### config.mk
export PLATFORM = sky130hd
export DESIGN_NAME = uart_key_pacer
export DESIGN_NICKNAME = d
export VERILOG_FILES = /design/src/rtl/uart_key_pacer.sv
export SDC_FILE = /design/constraint.sdc
export NUM_CORES = 1
export LEC_CHECK = 0
export CORE_UTILIZATION = 45
export CTS_BUF_LIST = sky130_fd_sc_hd__clkbuf_8
export DETAILED_ROUTE_END_ITERATION = 10
export GPL_ROUTABILITY_DRIVEN = 0
export PLACE_DENSITY = 0.72
export SKIP_LAST_GASP = 1
export SLEW_MARGIN = 20
export SYNTH_ARGS = -nofsm -noshare
export SYNTH_HDL_FRONTEND = slang
export SYNTH_SLANG_ARGS = --single-unit
### constraint.sdc
create_clock -name clk -period 4.8 [get_ports clk]
set_input_delay 0.48 -clock clk [delete_from_list [all_inputs] [get_ports clk]]
set_output_delay 0.48 -clock clk [all_outputs]
set_load 0.02 [all_outputs]
### src/rtl/uart_key_pacer.sv
// uart_key_pacer: FIFO between the uart receiver and the PET key mapper.
// It releases one byte per GAP_CYCLES clocks so that the keyboard scan keeps up.
// Ports:
//   clk, reset  - clock and synchronous active-high reset
//   in_data     - received byte
//   in_strobe   - push request for in_data
//   flush       - synchronous clear of the FIFO, the FSM and overflow
//   out_data    - registered byte for the key mapper
//   out_strobe  - one-cycle pulse while out_data is valid
//   overflow    - sticky flag, set when a byte was dropped because the FIFO was full
//   count       - FIFO occupancy, 0 .. 2^ADDR_BITS
module uart_key_pacer #(
    parameter int ADDR_BITS  = 4,
    parameter int GAP_CYCLES = 2500000,
    parameter bit DROP_LF    = 1'b1
) (
    input  logic               clk,
    input  logic               reset,
    input  logic [7:0]         in_data,
    input  logic               in_strobe,
    input  logic               flush,
    output logic [7:0]         out_data,
    output logic               out_strobe,
    output logic               overflow,
    output logic [ADDR_BITS:0] count
);

    localparam int DEPTH = 1 << ADDR_BITS;
    localparam logic [ADDR_BITS:0] FULL_CNT = (ADDR_BITS+1)'(DEPTH);
    localparam logic [23:0] GAP_LOAD = 24'(GAP_CYCLES - 2);

    typedef enum logic {
        IDLE,
        GAP
    } state_t;

    state_t state, state_nxt;
    logic [23:0] gap_cnt, gap_nxt;

    logic [7:0]           mem [DEPTH];
    logic [ADDR_BITS-1:0] wr_ptr;
    logic [ADDR_BITS-1:0] rd_ptr;

    logic empty;
    logic full;
    logic want;
    logic push;
    logic pop;
    logic drop;
    logic clr;

    assign clr   = reset | flush;
    assign empty = (count == '0);
    assign full  = (count == FULL_CNT);

    // A pop in the same cycle frees a slot, so a push into a full FIFO
    // is still accepted then.
    always_comb begin
        want = 1'b0;
        push = 1'b0;
        pop  = 1'b0;
        drop = 1'b0;
        if (!clr) begin
            want = in_strobe && !(DROP_LF && in_data == 8'h0A);
            pop  = (state == IDLE) && !empty;
            push = want && (!full || pop);
            drop = want && full && !pop;
        end
    end

    always_ff @(posedge clk) begin
        if (reset) begin
            state   <= IDLE;
            gap_cnt <= '0;
        end else begin
            state   <= state_nxt;
            gap_cnt <= gap_nxt;
        end
    end

    // The counter is loaded with GAP_CYCLES-2 so that pops are GAP_CYCLES
    // apart: one cycle in IDLE plus GAP_CYCLES-1 cycles in GAP.
    always_comb begin
        state_nxt = state;
        gap_nxt   = gap_cnt;
        unique case (state)
            IDLE: begin
                if (pop) begin
                    state_nxt = GAP;
                    gap_nxt   = GAP_LOAD;
                end
            end
            GAP: begin
                if (gap_cnt == '0) begin
                    state_nxt = IDLE;
                end else begin
                    gap_nxt = gap_cnt - 24'd1;
                end
            end
        endcase
        if (flush) begin
            state_nxt = IDLE;
            gap_nxt   = '0;
        end
    end

    // The memory has no reset and is read asynchronously.
    always_ff @(posedge clk) begin
        if (push) begin
            mem[wr_ptr] <= in_data;
        end
    end

    always_ff @(posedge clk) begin
        if (clr) begin
            wr_ptr     <= '0;
            rd_ptr     <= '0;
            count      <= '0;
            overflow   <= 1'b0;
            out_strobe <= 1'b0;
            if (reset) begin
                out_data <= 8'h00;
            end
        end else begin
            out_strobe <= pop;
            if (push) begin
                wr_ptr <= wr_ptr + 1'b1;
            end
            if (pop) begin
                out_data <= mem[rd_ptr];
                rd_ptr   <= rd_ptr + 1'b1;
            end
            if (push && !pop) begin
                count <= count + 1'b1;
            end else if (pop && !push) begin
                count <= count - 1'b1;
            end
            if (drop) begin
                overflow <= 1'b1;
            end
        end
    end

endmodule

==> results of run 1 <==
metrics by stage:
step | area (sq um) | power, mW | setup WS (ns) | util [%] | hold WS [ns]
global placement | 7850 | 1.99 | 0.761 | 49.4 | 0.456
global route | 8260 | 3.12 | 0.908 | 52.0 | 0.511
floorplan | 7340 | 1.92 | 1.77 | - | 0.444
finish | 8260 | 3.03 | 1.09 | 52.0 | 0.483
CTS | 8260 | 3.04 | 1.14 | 52.0 | 0.479
detailed placement | 7850 | 1.99 | 0.645 | 49.4 | 0.467
area by class of cell:
class,count,area share [%]
Clock buffer,17,2.83
Clock inverter,14,2.17
Inverter,14,0.636
Multi-Input combinational cell,242,27.0
Sequential cell,180,60.1
Tap cell,216,3.27
Timing Repair Buffer,35,3.97
where the power goes:
group          internal, mW  switching [mW]
registers              1.69          0.0245
clock network         0.520           0.549
logic                 0.103           0.140
worst max-delay path by stage:
| stage | from | end | slack (ns) | cells after the start |
|---|---|---|---|---|
| CTS | in_data[4] | count[4] | 1.14 | 12 |
| finish | in_data[7] | count[4] | 1.09 | 12 |
| detailed placement | in_data[4] | count[4] | 0.65 | 12 |
| global route | in_data[4] | count[4] | 0.91 | 12 |
| global placement | in_data[4] | count[4] | 0.76 | 12 |
| floorplan | in_data[5] | count[4] | 1.77 | 11 |
worst reg2reg max path, delay by kind of cell (launching register included):
kind / cells / cell delay, ns
and+or+nand+nor: 5 / 1.35
adders and majority gates: 2 / 0.56
DFF: 1 / 0.39
AOI/OAI and AO/OA: 2 / 0.37
muxes: 1 / 0.19
buffers and inverters: 1 / 0.12
cells by family (layout without fill, tap and decap cells):
| family | after synthesis | in the layout | share of synthesized area, % |
|---|---|---|---|
| mux | 44 | 44 | 12.8 |
| compound gates | 53 | 53 | 4.66 |
| xor+xnor | 18 | 18 | 2.15 |
| buf+inv | 33 | 80 | 1.96 |
| simple gates | 116 | 116 | 8.77 |
| flops | 180 | 180 | 67.7 |
| fa+ha+maj | 11 | 11 | 1.98 |
sequential cells by signal, summed over array words and instances, names as in the netlist, named ones only:
signal and flops:
out_data 8, overflow 1, wr_ptr 4, rd_ptr 4, mem 128, out_strobe 1
count 5, state 1, gap_cnt 24
cells in the final DEF, fill, tap and decap left out, types with 3 or more instances in the layout:
master and instances:
nand2_1 17, xnor2_1 13, nor3_2 3, xor2_1 5, a31oi_1 3, bufinv_16 3, nor4_1 8, mux4_2 40
inv_6 3, a21oi_1 20, inv_1 14, nor2_1 32, clkdlybuf4s50_1 26, nor3_1 3, or3_1 9, nand4_1 3
edfxtp_1 136, o21a_1 5, ha_1 10, mux2i_1 4, o31a_1 3, buf_4 9, o21ai_0 6, and2_1 17
dfxtp_1 43, nand3_1 3, nor2b_1 3, a2111oi_0 3, clkbuf_8 17, clkinv_2 4
metal layers:
metal	up-vias	track usage (%)	wire length (microns)
met2	126	30.4	7010
met5	-	0	0
li1	1831	-	-
met4	0	7.66	284
met1	2060	24.3	6240
met3	25	3.98	842
==> out/results.txt, run 1 <==
Vias per inst = 5.63
Hold path startpoint = gap_cnt[19]
Outcome = finished clean
Routed Antenna Nets = 0
Worst Reg-to-Reg Cells = 11
Crit path launch type = input pin
Tmin final = 3.71 ns
Total CTS buffers = 17
Crit-path most repeated cell = ha_1
Library cells used by synthesis = 52
Clock sinks = 180
# Max-Cap Violations = 0
Largest net degree at the start of global routing = 33
CP bufs+invs = 2
Core area = 15900 sq um
Die area = 16800 sq um
Starting density of the core = 46.2%
Layout cell share with drive strength beyond 1 = 17.7%
Worst path cell trace = clkdlybuf4s50_1 > or4_1 > o21ai_0 > nor3_2 > ha_1 > inv_1 > ha_1 > nor2b_1 > o21a_1 > or3_1 > a21oi_1 > mux2i_1
Total gr overflow = 0
Antenna cells = 0
Postcts setup bufs = 0
PortBufs = 26
Worst min-delay path class = flip-flop to flip-flop
Hold Path Sink = gap_cnt[19]
Unrepaired setup endpoints after global routing = no
Placement row count = 46
Fmax = 270 MHz
EDFF count, synth = 136
Period Utilization, post-route = 77.2%
Post-synth ARST share = 0%
First-pass GRT wire length = 22200 microns
Critical Path RT = 5.20 ns
Critical path class = input pin to flip-flop
Vias in the first global route = 4055
Leading area contributor after synthesis = edfxtp_1
Worst r2r dst = count[4]
Resize count post-CTS = 0
Fin cells = 718
Root Buffer = clkbuf_8
Final setup vio count = 0
Data arrival, critical path = 4.11 ns
Detailed router's first-iteration violation count = 328
Initial antenna violation count = 0
Nets = 513
CTS tree = done
Top-area cell type share of the netlist area = 55.7%
Critical path's slowest cell = clkdlybuf4s50_1
Largest stage delay on the critical path = 0.72 ns
Per-cell routed wire length = 20.0 microns
H-tree levels = 4
GRT Overall Usage = 18.6%
Die height = 130 microns
Relative slew margins = 33.1%
Routed wire length = 14400 microns
Multi-input gate area = 2230 sq um
Peak supply drop = 173 uV
Synthesized area = 7340 sq um
Clk Latency, worst-skew pair = 0.46 ns
Cells after Synth = 455
Clock buffer depth = 2
Top cells by area, synth = edfxtp_1 56%, mux4_2 12%, dfxtp_1 12%
Residual DRC = 0
Hold buffer count at CTS = 0
Area growth, synth to finish = 12.6%
Io pins = 27
Seq/Total Area, Yosys = 67.7%
R2R Path Start = count[0]
Hpwl dp = 9250 microns
Setup TNS = 0 ns
Syn Area/Cell = 16.1 sq um
Yosys warns = 0
Fill cell count = 1349
Placed instance count = 687
Post-Syn Nets = 478
Power Density = 367 nW/um^2
P_leak = 2.60 nW
Flop2flop setup slack = 1.77 ns
Final Max Slew Viols = 0
Max Clock Skew = 0.0166 ns
Worst-path fanout max = 17
Final hold viol count = 0
Clock Pin Slew Worst Setup and Hold Paths = 0.09 ns
Worst slew pin tran = 1.00 ns
Synth Register Bits = 180
Count leader, synth = edfxtp_1
Die Width = 130 microns
Top FF cell, synth = edfxtp_1
Hold depth = 2
Routed vias = 4042
Crit. End Element = flip-flop
Register area = 4970 sq um
Top post-synthesis cells by count = 136 x edfxtp_1, 44 x dfxtp_1, 40 x mux4_2, 32 x nor2_1, 20 x a21oi_1
Drt pass-1 iters = 5
Worst path top cell family by delay = simple AND/OR/NAND/NOR gates
No activity file was read; power rests on OpenSTA's default activity.
==> run 2: changes to the inputs <==
PLACE_DENSITY = 0.74   (was 0.72)
clock period = 3.2 ns   (was 4.8 ns; I/O delays follow)
==> run 2 against run 1 <==
Against the previous run:
- via count up 2.7%
- core utilization up 0.13 points
- clock skew up 0.0023 ns
- non-clock buffer count up 12
- worst hold slack better by 0.0049 ns
- critical path depth up 2
- first-iteration DRC count up 4.9%
- design area up 0.24%
- wire length up 3.2%
- combinational power up 63%
- global-route usage up 0.61 points
- sequential power up 49%
- largest power group unchanged
- highest routed layer unchanged
==> out/results.txt, run 2 (synthesis results as in run 1) <==
Die height = 130 microns
Root Buffer = clkbuf_8
Worst-path fanout max = 17
Hold buffer count at CTS = 0
Unrepaired setup endpoints after global routing = no
R2R Path Start = count[0]
Total gr overflow = 0
Max reg flops = 128
Largest net degree at the start of global routing = 33
GRT Overall Usage = 19.2%
Critical path's slowest cell = or4_1
Tmin final = 3.04 ns
Worst path cell trace = clkdlybuf4s50_1 > buf_4 > or4_1 > o21ai_0 > buf_4 > nor3_2 > ha_1 > inv_1 > ha_1 > nor2b_1 > o21a_1 > or3_1 > a21oi_1 > mux2i_1
Peak supply drop = 324 uV
Fin area = 8280 sq um
Per-cell routed wire length = 20.3 microns
Nets = 525
Clock sinks = 180
Outcome = finished clean
Final Max Slew Viols = 0
End of the critical path = count[4]
Power Density = 518 nW/um^2
Crit path launch type = input pin
Top flop regs = mem x128, gap_cnt x24, out_data x8
Antenna cells = 0
H-tree levels = 4
Clock Pin Slew Worst Setup and Hold Paths = 0.08 ns
PortBufs = 26
Worst Reg-to-Reg Cells = 11
Die area = 16800 sq um
Placed instance count = 699
Biggest register = mem
Worst r2r dst = count[4]
Flop2flop setup slack = 0.34 ns
Detailed router's first-iteration violation count = 344
Die Width = 130 microns
Worst min-delay path class = flip-flop to flip-flop
Area growth, synth to finish = 12.8%
Setup TNS = 0 ns
Data arrival, critical path = 3.42 ns
Area after DPL = 7950 sq um
Io pins = 27
Drt pass-1 iters = 5
Leading cell type in the layout, fill and taps excluded = edfxtp_1
Hpwl dp = 9480 microns
Max Clock Skew = 0.0190 ns
# Max-Cap Violations = 0
Critical Path RT = 3.58 ns
Routed wire length = 14800 microns
Vias in the first global route = 4125
Final setup vio count = 0
Crit. End Element = flip-flop
Routed Antenna Nets = 0
Placement row count = 46
Commonest non-fill, non-tap cells in the layout = 136 x edfxtp_1, 43 x dfxtp_1, 40 x mux4_2, 32 x nor2_1, 26 x clkdlybuf4s50_1
Fmax = 329 MHz
Critical path class = input pin to flip-flop
Fin cells = 731
Final hold viol count = 0
Worst slew pin tran = 1.04 ns
Resize count post-CTS = 0
Core area = 15900 sq um
P_leak = 2.63 nW
Routed vias = 4150
Residual DRC = 0
First-pass GRT wire length = 23100 microns
Crit path from = in_data[4]
Period Utilization, post-route = 95.0%
Postcts setup bufs = 0
Largest stage delay on the critical path = 0.55 ns
Initial antenna violation count = 0
Clk Latency, worst-skew pair = 0.46 ns
Vias per inst = 5.68
Clock buffer depth = 2
CTS tree = done
Relative slew margins = 30.6%
Hold depth = 2
Layout cell share with drive strength beyond 1 = 18.8%
Total CTS buffers = 17
Starting density of the core = 46.2%
WHS = 0.487 ns
[run 2: changes by cell type in the layout (fill, tap and decap cells not counted)]
| cell | before | now |
|---|---|---|
| buf_12 | 0 | 1 |
| buf_4 | 9 | 20 |
| bufinv_16 | 3 | 0 |
| clkinv_1 | 0 | 1 |
| clkinv_2 | 4 | 3 |
| clkinv_4 | 0 | 4 |
| clkinv_8 | 1 | 0 |
| clkinvlp_4 | 2 | 1 |
| inv_1 | 14 | 18 |
| inv_6 | 3 | 1 |
[run 2: stage by stage]
step	power (mW)	setup slack, ns	util (%)
2_1_floorplan	2.88	0.325	-
6_report	4.29	0.161	52.1
3_5_place_dp	3.01	-0.302	50.0
5_1_grt	4.46	0.0142	52.1
3_3_place_gp	3.00	-0.222	50.0
4_1_cts	4.31	0.169	52.1
[run 2: worst min path at each step]
stage | from | end | slack [ns]
floorplan | in_data[0] | mem[0][0] | 0.42
global placement | gap_cnt[23] | gap_cnt[23] | 0.45
detailed placement | gap_cnt[23] | gap_cnt[23] | 0.47
CTS | gap_cnt[23] | gap_cnt[23] | 0.48
global route | gap_cnt[23] | gap_cnt[23] | 0.50
finish | gap_cnt[19] | gap_cnt[19] | 0.49
[run 2: critical path, delay by kind of cell]
kind,cells,cell delay [ns]
buffers and inverters,4,0.82
adder cells (fa/ha/maj),2,0.45
AO/OA/AOI/OAI,3,0.58
AND/OR/NAND/NOR,4,1.05
multiplexers,1,0.19
[run 2: power by group]
group          internal [mW]  switching, mW  leakage [nW]
sequential              2.54         0.0288          1.59
combinational          0.171          0.225         0.858
clock                  0.530          0.794         0.184
total                   3.24           1.05          2.63
[run 2: final cells by class]
class	instances	area, sq um
fillers	1312	7610
flip-flops and latches	180	4970
multi-input cells	242	2230
repair buffers	47	430
well taps	216	270
clock buffers	17	234
clock inverters	15	96.3
inverters	14	52.6
[run 2: metal layers]
layer / GRT usage, % / part of all wire (%)
met1: 26.6 / 43
met5: 0 / 0
met4: 7.73 / 2.2
met3: 3.81 / 5.3
met2: 30.1 / 49
==> run 3: changes to the inputs <==
PLACE_DENSITY = 0.72   (was 0.74)
SETUP_SLACK_MARGIN = 0.2   (was unset)
clock period = 3.9 ns   (was 3.2 ns; I/O delays follow)
==> run 3 against run 2 <==
Against the previous run:
- design area increased by 0.51%
- core utilization is 0.27 points higher
- setup slack better by 0.47 ns
- via count down 1.7%
- die area did not move
- clock skew fell by 0.0055 ns
- total power fell by 15%
- wire length down 2.3%
- sequential power decreased by 18%
- worst hold slack got worse by 0.0065 ns
- cell count rose by 0.14%
- register-to-register slack better by 0.61 ns
==> out/results.txt, run 3 (synthesis results as in run 1) <==
Hold depth = 2
Sequential share of power = 58.0%
Critical Path RT = 4.29 ns
Routed wire length = 14500 microns
Hpwl dp = 9440 microns
Core area = 15900 sq um
Clock sinks = 180
Resize count post-CTS = 0
Sw power = 0.892 mW
PortBufs = 26
# Max-Cap Violations = 0
Switching Share = 24.6%
Placement row count = 46
Clk Latency, worst-skew pair = 0.46 ns
Worst min-delay path class = flip-flop to flip-flop
Final setup vio count = 0
Worst r2r dst = count[4]
Nets = 526
Antenna cells = 0
Power Density = 436 nW/um^2
Root Buffer = clkbuf_8
End of the critical path = count[4]
Residual DRC = 0
Combinational Power Share = 8.6%
Final Max Slew Viols = 0
Setup TNS = 0 ns
Fmax = 306 MHz
Commonest non-fill, non-tap cells in the layout = 136 x edfxtp_1, 43 x dfxtp_1, 40 x mux4_2, 32 x nor2_1, 26 x clkdlybuf4s50_1
Postcts setup bufs = 0
Total gr overflow = 0
Area growth, synth to finish = 13.4%
Critical path class = input pin to flip-flop
Top flop regs = mem x128, gap_cnt x24, out_data x8
Routed vias = 4079
Worst slew pin tran = 0.680 ns
First-pass GRT wire length = 22400 microns
Biggest register = mem
Per-cell routed wire length = 19.8 microns
Crit path launch type = input pin
Die Width = 130 microns
Crit. End Element = flip-flop
Detailed router's first-iteration violation count = 377
Period Utilization, post-route = 83.9%
Layout cell share with drive strength beyond 1 = 19.6%
Clock buffer depth = 2
Vias per inst = 5.57
Tot Pwr = 3.63 mW
Worst-path fanout max = 17
Worst Reg-to-Reg Cells = 11
Vias in the first global route = 4105
Clock Pin Slew Worst Setup and Hold Paths = 0.09 ns
Hold buffer count at CTS = 0
Outcome = finished clean
Die height = 130 microns
H-tree levels = 4
Data arrival, critical path = 3.66 ns
Peak supply drop = 288 uV
Die area = 16800 sq um
Drt pass-1 iters = 5
Final hold viol count = 0
P_leak = 2.65 nW
GRT Overall Usage = 18.5%
Routed Antenna Nets = 0
Largest net degree at the start of global routing = 33
Flop2flop setup slack = 0.95 ns
Total CTS buffers = 17
Leading cell type in the layout, fill and taps excluded = edfxtp_1
Initial antenna violation count = 0
Starting density of the core = 46.2%
Max Clock Skew = 0.0135 ns
Io pins = 27
R2R Path Start = count[0]
Clk pwr share = 33.3%
CTS tree = done
Internal = 2.74 mW
Tmin final = 3.27 ns
Unrepaired setup endpoints after global routing = no
Crit path from = in_data[7]
Relative slew margins = 54.7%
Max reg flops = 128
-- run 3: area by class of cell --
| class | count | area, sq um |
|---|---|---|
| sequential | 180 | 4970 |
| multi-input combinational | 242 | 2230 |
| fill | 1311 | 7560 |
| clock inverter | 15 | 144 |
| tap | 216 | 270 |
| timing repair buffer | 48 | 425 |
| inverter | 14 | 52.6 |
| clock buffer | 17 | 234 |
-- run 3: power groups by stage --
stage	registers, mW	clock network [mW]	logic [mW]
2_1_floorplan	2.15	0	0.211
3_3_place_gp	2.15	0	0.304
3_5_place_dp	2.15	0	0.313
4_1_cts	2.10	1.23	0.315
5_1_grt	2.11	1.30	0.345
6_report	2.11	1.21	0.314
-- run 3: per-layer routing --
| layer | wire [microns] | track usage (%) | vias up |
|---|---|---|---|
| li1 | - | - | 1868 |
| met1 | 6370 | 23.9 | 2079 |
| met2 | 7250 | 31.3 | 118 |
| met3 | 703 | 4.31 | 14 |
| met4 | 180 | 5.95 | 0 |
| met5 | 0 | 0 | - |
-- run 3: worst min-delay path by stage --
| stage | startpoint | to | slack, ns |
|---|---|---|---|
| global route | gap_cnt[11] | gap_cnt[11] | 0.50 |
| floorplan | gap_cnt[23] | gap_cnt[23] | 0.44 |
| finish | gap_cnt[23] | gap_cnt[23] | 0.48 |
| CTS | gap_cnt[19] | gap_cnt[19] | 0.48 |
| global placement | gap_cnt[11] | gap_cnt[11] | 0.46 |
| detailed placement | gap_cnt[11] | gap_cnt[11] | 0.47 |
-- run 3: worst max-delay path, stage by stage --
cell,delay (ns)
clkdlybuf4s50_1,0.40
buf_4,0.20
or4_1,0.53
o21ai_0,0.24
buf_4,0.16
nor3_2,0.05
ha_1,0.25
inv_1,0.12
ha_1,0.27
nor2b_1,0.16
o21a_1,0.19
or3_1,0.31
a21oi_1,0.19
mux2i_1,0.19
-- run 3: stage by stage --
stage | hold slack, ns | setup slack (ns) | utilization, % | std cells | instance area (sq um)
after CTS | 0.482 | 0.702 | 52.4 | 732 | 8320
after global placement | 0.459 | 0.308 | 50.0 | 700 | 7940
final | 0.481 | 0.628 | 52.4 | 732 | 8320
after floorplan | 0.444 | 0.955 | - | 455 | 7340
after detailed placement | 0.467 | 0.245 | 50.0 | 700 | 7940
after global routing | 0.500 | 0.468 | 52.4 | 732 | 8320
==> edit 1 (flow settings as in run 2) <==
The parameter `ADDR_BITS` goes from 4 to 2.
--- a/src/rtl/uart_key_pacer.sv
+++ b/src/rtl/uart_key_pacer.sv
@@ -11,5 +11,5 @@
 //   count       - FIFO occupancy, 0 .. 2^ADDR_BITS
 module uart_key_pacer #(
-    parameter int ADDR_BITS  = 4,
+    parameter int ADDR_BITS  = 2,
     parameter int GAP_CYCLES = 2500000,
     parameter bit DROP_LF    = 1'b1
Interface: changed (resized count); port bits go from 27 to 25. No check against the original RTL was run, so the function may have changed too.
==> edit 1 against run 2 <==
Total power fell by 58%. Fmax rose by 18%. Design area fell by 54%. Synthesized area fell by 55%. Count of clock-buffer cells in the layout fell by 7. Sequential share of layout area fell by 9.9 points. Highest routed layer unchanged. Combinational power fell by 71%. Clock skew fell by 7.3 ps. Wire length fell by 60%. Sequential cell count fell by 104. Clock power fell by 52%. Setup slack improved by 470 ps. Hold slack barely moved.
==> edit 1: results (changes against run 2) <==
drt:
  vias: 2121  # -49%
  wl_per_cell_um: 15.2  # -25%
  drt_first_pass_iters: 4  # -1
  drtIter0Drc: 106  # -69%
power_and_ir_drop:
  leakage_nw: 1.27  # -52%
  vdd_drop_max_v: 0.000277  # -14%
cts:
  clock_latency_ps: 350  # -110 ps
  htree_levels: 3  # -1
  cts_buffers: 9  # -8
  clk_path_buf_depth: 2  # unchanged
  cts_root_buf: "clkbuf_8"
  path_clk_slew_ps: 70
  cts.repair.resized: 0  # unchanged
  post-cts-setup-buffers: 0  # unchanged
global_routing:
  grt_start_max_net_pins: 19  # -42%
  grt_use_total_pct: 17.4  # -1.8 points
  grt_pass1_wl_um: 9930  # -57%
  antenna_found_initial: 0  # unchanged
hold_path:
  hp-start: "gap_cnt[14]$_SDFFE_PN0P_"
timing:
  whs_ps: 488  # +0.130 ps
  tightestPinTransition_ps: 866  # -172 ps
  skew_ps: 11.7  # -7.25 ps
  max_freq_ghz: 0.390  # +18%
  slew_viol_final: 0  # unchanged
synthesis:
  yosysWarnings: 0  # unchanged
  syn-num-nets: 283  # -41%
  synth_edf_count: 40  # -71%
  ys_seq_area_share_pct: 58.0  # -9.7 points
  synth_cell_types: 48  # -7.7%
  synth_common_cells: "40 x edfxtp_1, 36 x dfxtp_1, 19 x nor2_1"
  async_reset_ff_share_pct: 0  # unchanged
  ys_top_cells_by_area: "edfxtp_1 36%, dfxtp_1 22%, mux4_2 5.4%, xnor2_1 2.9%, and2_1 2.8%"
worst_setup_path:
  rr_startpoint: "gap_cnt[2]$_SDFFE_PN0P_"
  rrSetupSlack_ps: 910  # +570 ps
  critical-path-max-stage-delay_ps: 470  # -80 ps
  cp_top_family: "simple AND/OR/NAND/NOR gates"
  crit_fanout: 5  # -12
  cpMaxStageDelayCell: "clkdlybuf4s50_1"
  cp.arrival_ps: 2840  # -580 ps
  startpoint: "in_data[3]"
layout:
  fillers: 583  # -56%
  nNetsFinal: 311  # -41%
  biggestRegsByFlops: "mem: 32 flops, gap_cnt: 24 flops, out_data: 8 flops"
  drive_above_1_share_pct: 12.8  # -6.0 points
place:
  io_buffers: 24  # -7.7%
  dp_hpwl_um: 4200  # -56%
outcome:
  outcome: "complete, no violations"
edit 1: layer usage:
metal / part of all wire, % / wire length, um / up-vias / global-route usage [%]
li1: - / - / 1038 / -
met2: 47 / 2820 / 49 / 26.8
met5: 0 / 0 / - / 0
met1: 47 / 2780 / 1027 / 23.2
met4: 1.2 / 73 / 0 / 6.56
met3: 5.0 / 297 / 7 / 5.47
edit 1: through the flow:
stage	std cells	cell area, um^2	total power [W]	worst slack [ps]
detailed placement	376	3670	0.00119	271
floorplan	263	3320	0.00114	747
global route	392	3840	0.00186	478
finish	392	3840	0.00180	633
CTS	392	3840	0.00181	636
global placement	376	3670	0.00119	380
edit 1: layout make-up:
type / instances / area [um^2] / share of cell area (%)
clock buffers: 10 / 138 / 3.59
clock inverters: 6 / 32.5 / 0.848
inverters: 8 / 30.0 / 0.783
multi-input cells: 167 / 1320 / 34.3
flip-flops and latches: 76 / 1920 / 50.1
well taps: 96 / 120 / 3.13
repair buffers: 29 / 278 / 7.24
edit 1: worst paths after layout:
check	to	cells after the start
setup reg to reg	gap_cnt[5]$_SDFFE_PN0P_	5
hold reg to reg	gap_cnt[14]$_SDFFE_PN0P_	2
setup / recovery	count[2]$_SDFFE_PN0P_	11
hold / removal	gap_cnt[14]$_SDFFE_PN0P_	2
edit 1: cell families after synthesis:
family | Yosys count | share of synthesized area, %
buffers and inverters | 20 | 2.34
AND/OR/NAND/NOR | 86 | 16.9
flip-flops | 76 | 58.0
XOR/XNOR | 17 | 4.49
AO/OA/AOI/OAI | 46 | 9.06
multiplexers | 10 | 6.04
adder cells (fa/ha/maj) | 8 | 3.25
edit 1: power by group:
part           switching [W]  internal [W]
clock               0.000340      0.000296
sequential        0.00000933       0.00104
combinational      0.0000637     0.0000515
total               0.000413       0.00139
==> edit 2 (flow settings as in run 2) <==
Made on the original files. Add an input register stage for `in_data`, `in_strobe` and `flush`, without a reset; this delays them by one clock.
--- a/src/rtl/uart_key_pacer.sv
+++ b/src/rtl/uart_key_pacer.sv
@@ -35,4 +35,14 @@
     } state_t;
 
+    logic [7:0] in_data_q;
+    logic in_strobe_q;
+    logic flush_q;
+
+    always_ff @(posedge clk) begin
+        in_data_q   <= in_data;
+        in_strobe_q <= in_strobe;
+        flush_q     <= flush;
+    end
+
     state_t state, state_nxt;
     logic [23:0] gap_cnt, gap_nxt;
@@ -50,5 +60,5 @@
     logic clr;
 
-    assign clr   = reset | flush;
+    assign clr   = reset | flush_q;
     assign empty = (count == '0);
     assign full  = (count == FULL_CNT);
@@ -62,5 +72,5 @@
         drop = 1'b0;
         if (!clr) begin
-            want = in_strobe && !(DROP_LF && in_data == 8'h0A);
+            want = in_strobe_q && !(DROP_LF && in_data_q == 8'h0A);
             pop  = (state == IDLE) && !empty;
             push = want && (!full || pop);
@@ -99,5 +109,5 @@
             end
         endcase
-        if (flush) begin
+        if (flush_q) begin
             state_nxt = IDLE;
             gap_nxt   = '0;
@@ -108,5 +118,5 @@
     always_ff @(posedge clk) begin
         if (push) begin
-            mem[wr_ptr] <= in_data;
+            mem[wr_ptr] <= in_data_q;
         end
     end
Function: changed (a bounded check fails within 4 cycles, from zero or initial values).
==> edit 2 against run 2 <==
First-iteration DRC count is 23% higher. Sequential power grew 5%. Die area rose by 3.6%. Setup slack better by 92 ps. Hold slack lost 200 ps. Sequential share of layout area down 0.10 points. Design area increased by 4.2%. Synthesized cell count grew 5.7%. Sequential cell count rose by 10. Largest cell class unchanged. Total power up 11%. Wire length down 6.2%. Global-route usage decreased by 2.0 points. Synthesized area increased by 3.6%. Highest routed layer unchanged.
==> edit 2: results (changes against run 2) <==
synthesis:
  synth_cell_types: 50  # -3.8%
  synth-xor-area-share_pct: 2.53  # +0.39 points
  synth_common_cells: "136 x edfxtp_1, 54 x dfxtp_1, 40 x mux4_2, 40 x nor2_1, 24 x and2_1"
  ys_seq_area_share_pct: 67.9  # +0.25 points
  ys_top_cells_by_area: "edfxtp_1 54%, dfxtp_1 14%, mux4_2 12%, and2_1 2.0%, nor2_1 2.0%"
  muxShareOfSynthArea_pct: 11.8  # -0.98 points
  syn-num-nets: 504  # +5.4%
place:
  dp_hpwl_um: 9420  # -0.61%
  place_ws_ps: 73.1  # +375 ps
  dp.cells: 727  # +4.0%
  dpl-instance-area_mm2: 0.00822  # +3.4%
  io_buffers: 26  # unchanged
layout:
  biggestRegsByFlops: "mem: 128 flops, gap_cnt: 24 flops"
  drive_above_1_share_pct: 19.3  # +0.46 points
cts:
  path_clk_slew_ps: 100  # +20 ps
  cts_root_buf: "clkbuf_8"
  htree_levels: 4  # unchanged
worst_setup_path:
  reg2regPathDepth: 13  # +2
  crit_fanout: 4  # -13
  cp.arrival_ps: 3290  # -130 ps
outcome:
  outcome: "complete, no violations"
global_routing:
  grt_use_total_pct: 17.3  # -2.0 points
  grt_pass1_wl_um: 22600  # -2.3%
  grt_pass1_vias: 4249  # +3.0%
timing:
  relSlewSlack_pct: 54.9  # +24 points
  skew_ps: 8.48  # -10.5 ps
drt:
  wl_per_cell_um: 18.3  # -9.6%
  drtIter0Drc: 423  # +23%
  viasPerCell: 5.49  # -3.3%
  drt_first_pass_iters: 6  # +1
  drt-total-wl_um: 13900  # -6.2%
hold_path:
  hold_depth: 1  # -1
  hold_path.class: "in -> reg"
power_and_ir_drop:
  leakage_nw: 2.79  # +6.0%
==> edit 2: cell types whose count changed after synthesis, moves of 5 or more <==
cell,delta
dfxtp_1,+10
nor2_1,+8
nor3_1,+8
and2_1,+7
nand3_1,+5
==> edit 2: stage by stage <==
stage | total power (W) | util, %
2_1_floorplan | 0.00305 | -
3_3_place_gp | 0.00319 | 49.8
3_5_place_dp | 0.00320 | 49.8
4_1_cts | 0.00479 | 52.2
5_1_grt | 0.00494 | 52.2
6_report | 0.00475 | 52.2
==> edit 2: final cells by class <==
cell class	count	area, um^2
Clock buffer	17	234
Clock inverter	15	171
Fill cell	1322	7900
Inverter	10	37.5
Multi-Input combinational cell	263	2330
Sequential cell	190	5170
Tap cell	220	275
Timing Repair Buffer	44	408
==> edit 2: worst paths after layout <==
kind	slack, ps	from	to
worst min-delay path	290	in_data[7]	in_data_q[7]$_DFF_P_
worst min register to register	500	gap_cnt[23]$_SDFFE_PP0P_	gap_cnt[23]$_SDFFE_PP0P_
worst max register to register	250	in_data_q[5]$_DFF_P_	count[4]$_SDFFE_PP0P_
worst max-delay path	250	in_data_q[5]$_DFF_P_	count[4]$_SDFFE_PP0P_
==> edit 2: kinds of logic after synthesis <==
group	Yosys count
buffers and inverters	28
XOR/XNOR	22
flip-flops	190
AO/OA/AOI/OAI	44
adder cells (fa/ha/maj)	11
AND/OR/NAND/NOR	146
multiplexers	40
==> edit 2: what timing repair did <==
action,CTS,global route
hold endpoints to repair,0,0
setup endpoints to repair,0,1
resized for setup,0,2
==> edit 2: power breakdown <==
part / leakage (nW) / total, W / switching, W / internal [W]
combinational: 0.903 / 0.000446 / 0.000246 / 0.000199
sequential: 1.68 / 0.00270 / 0.0000357 / 0.00267
clock: 0.211 / 0.00160 / 0.000879 / 0.000723
==> edit 2: routing by layer <==
| metal | wire (um) | track usage [%] | share of wire (%) | vias to the layer above |
|---|---|---|---|---|
| li1 | - | - | - | 1933 |
| met4 | 159 | 6.14 | 1.1 | 0 |
| met5 | 0 | 0 | 0 | - |
| met1 | 6010 | 22.6 | 43 | 2082 |
| met3 | 738 | 4.00 | 5.3 | 17 |
| met2 | 7010 | 28.4 | 50 | 133 |
==> edit 2: worst max-delay path: cells and delay by family (launching register included) <==
kind / cells / cell delay (ps)
AOI/OAI and AO/OA: 3 / 510
adders and majority gates: 2 / 500
xor gates and xnor gates: 1 / 130
DFF: 1 / 320
buffers and inverters: 2 / 270
and+or+nand+nor: 5 / 1090
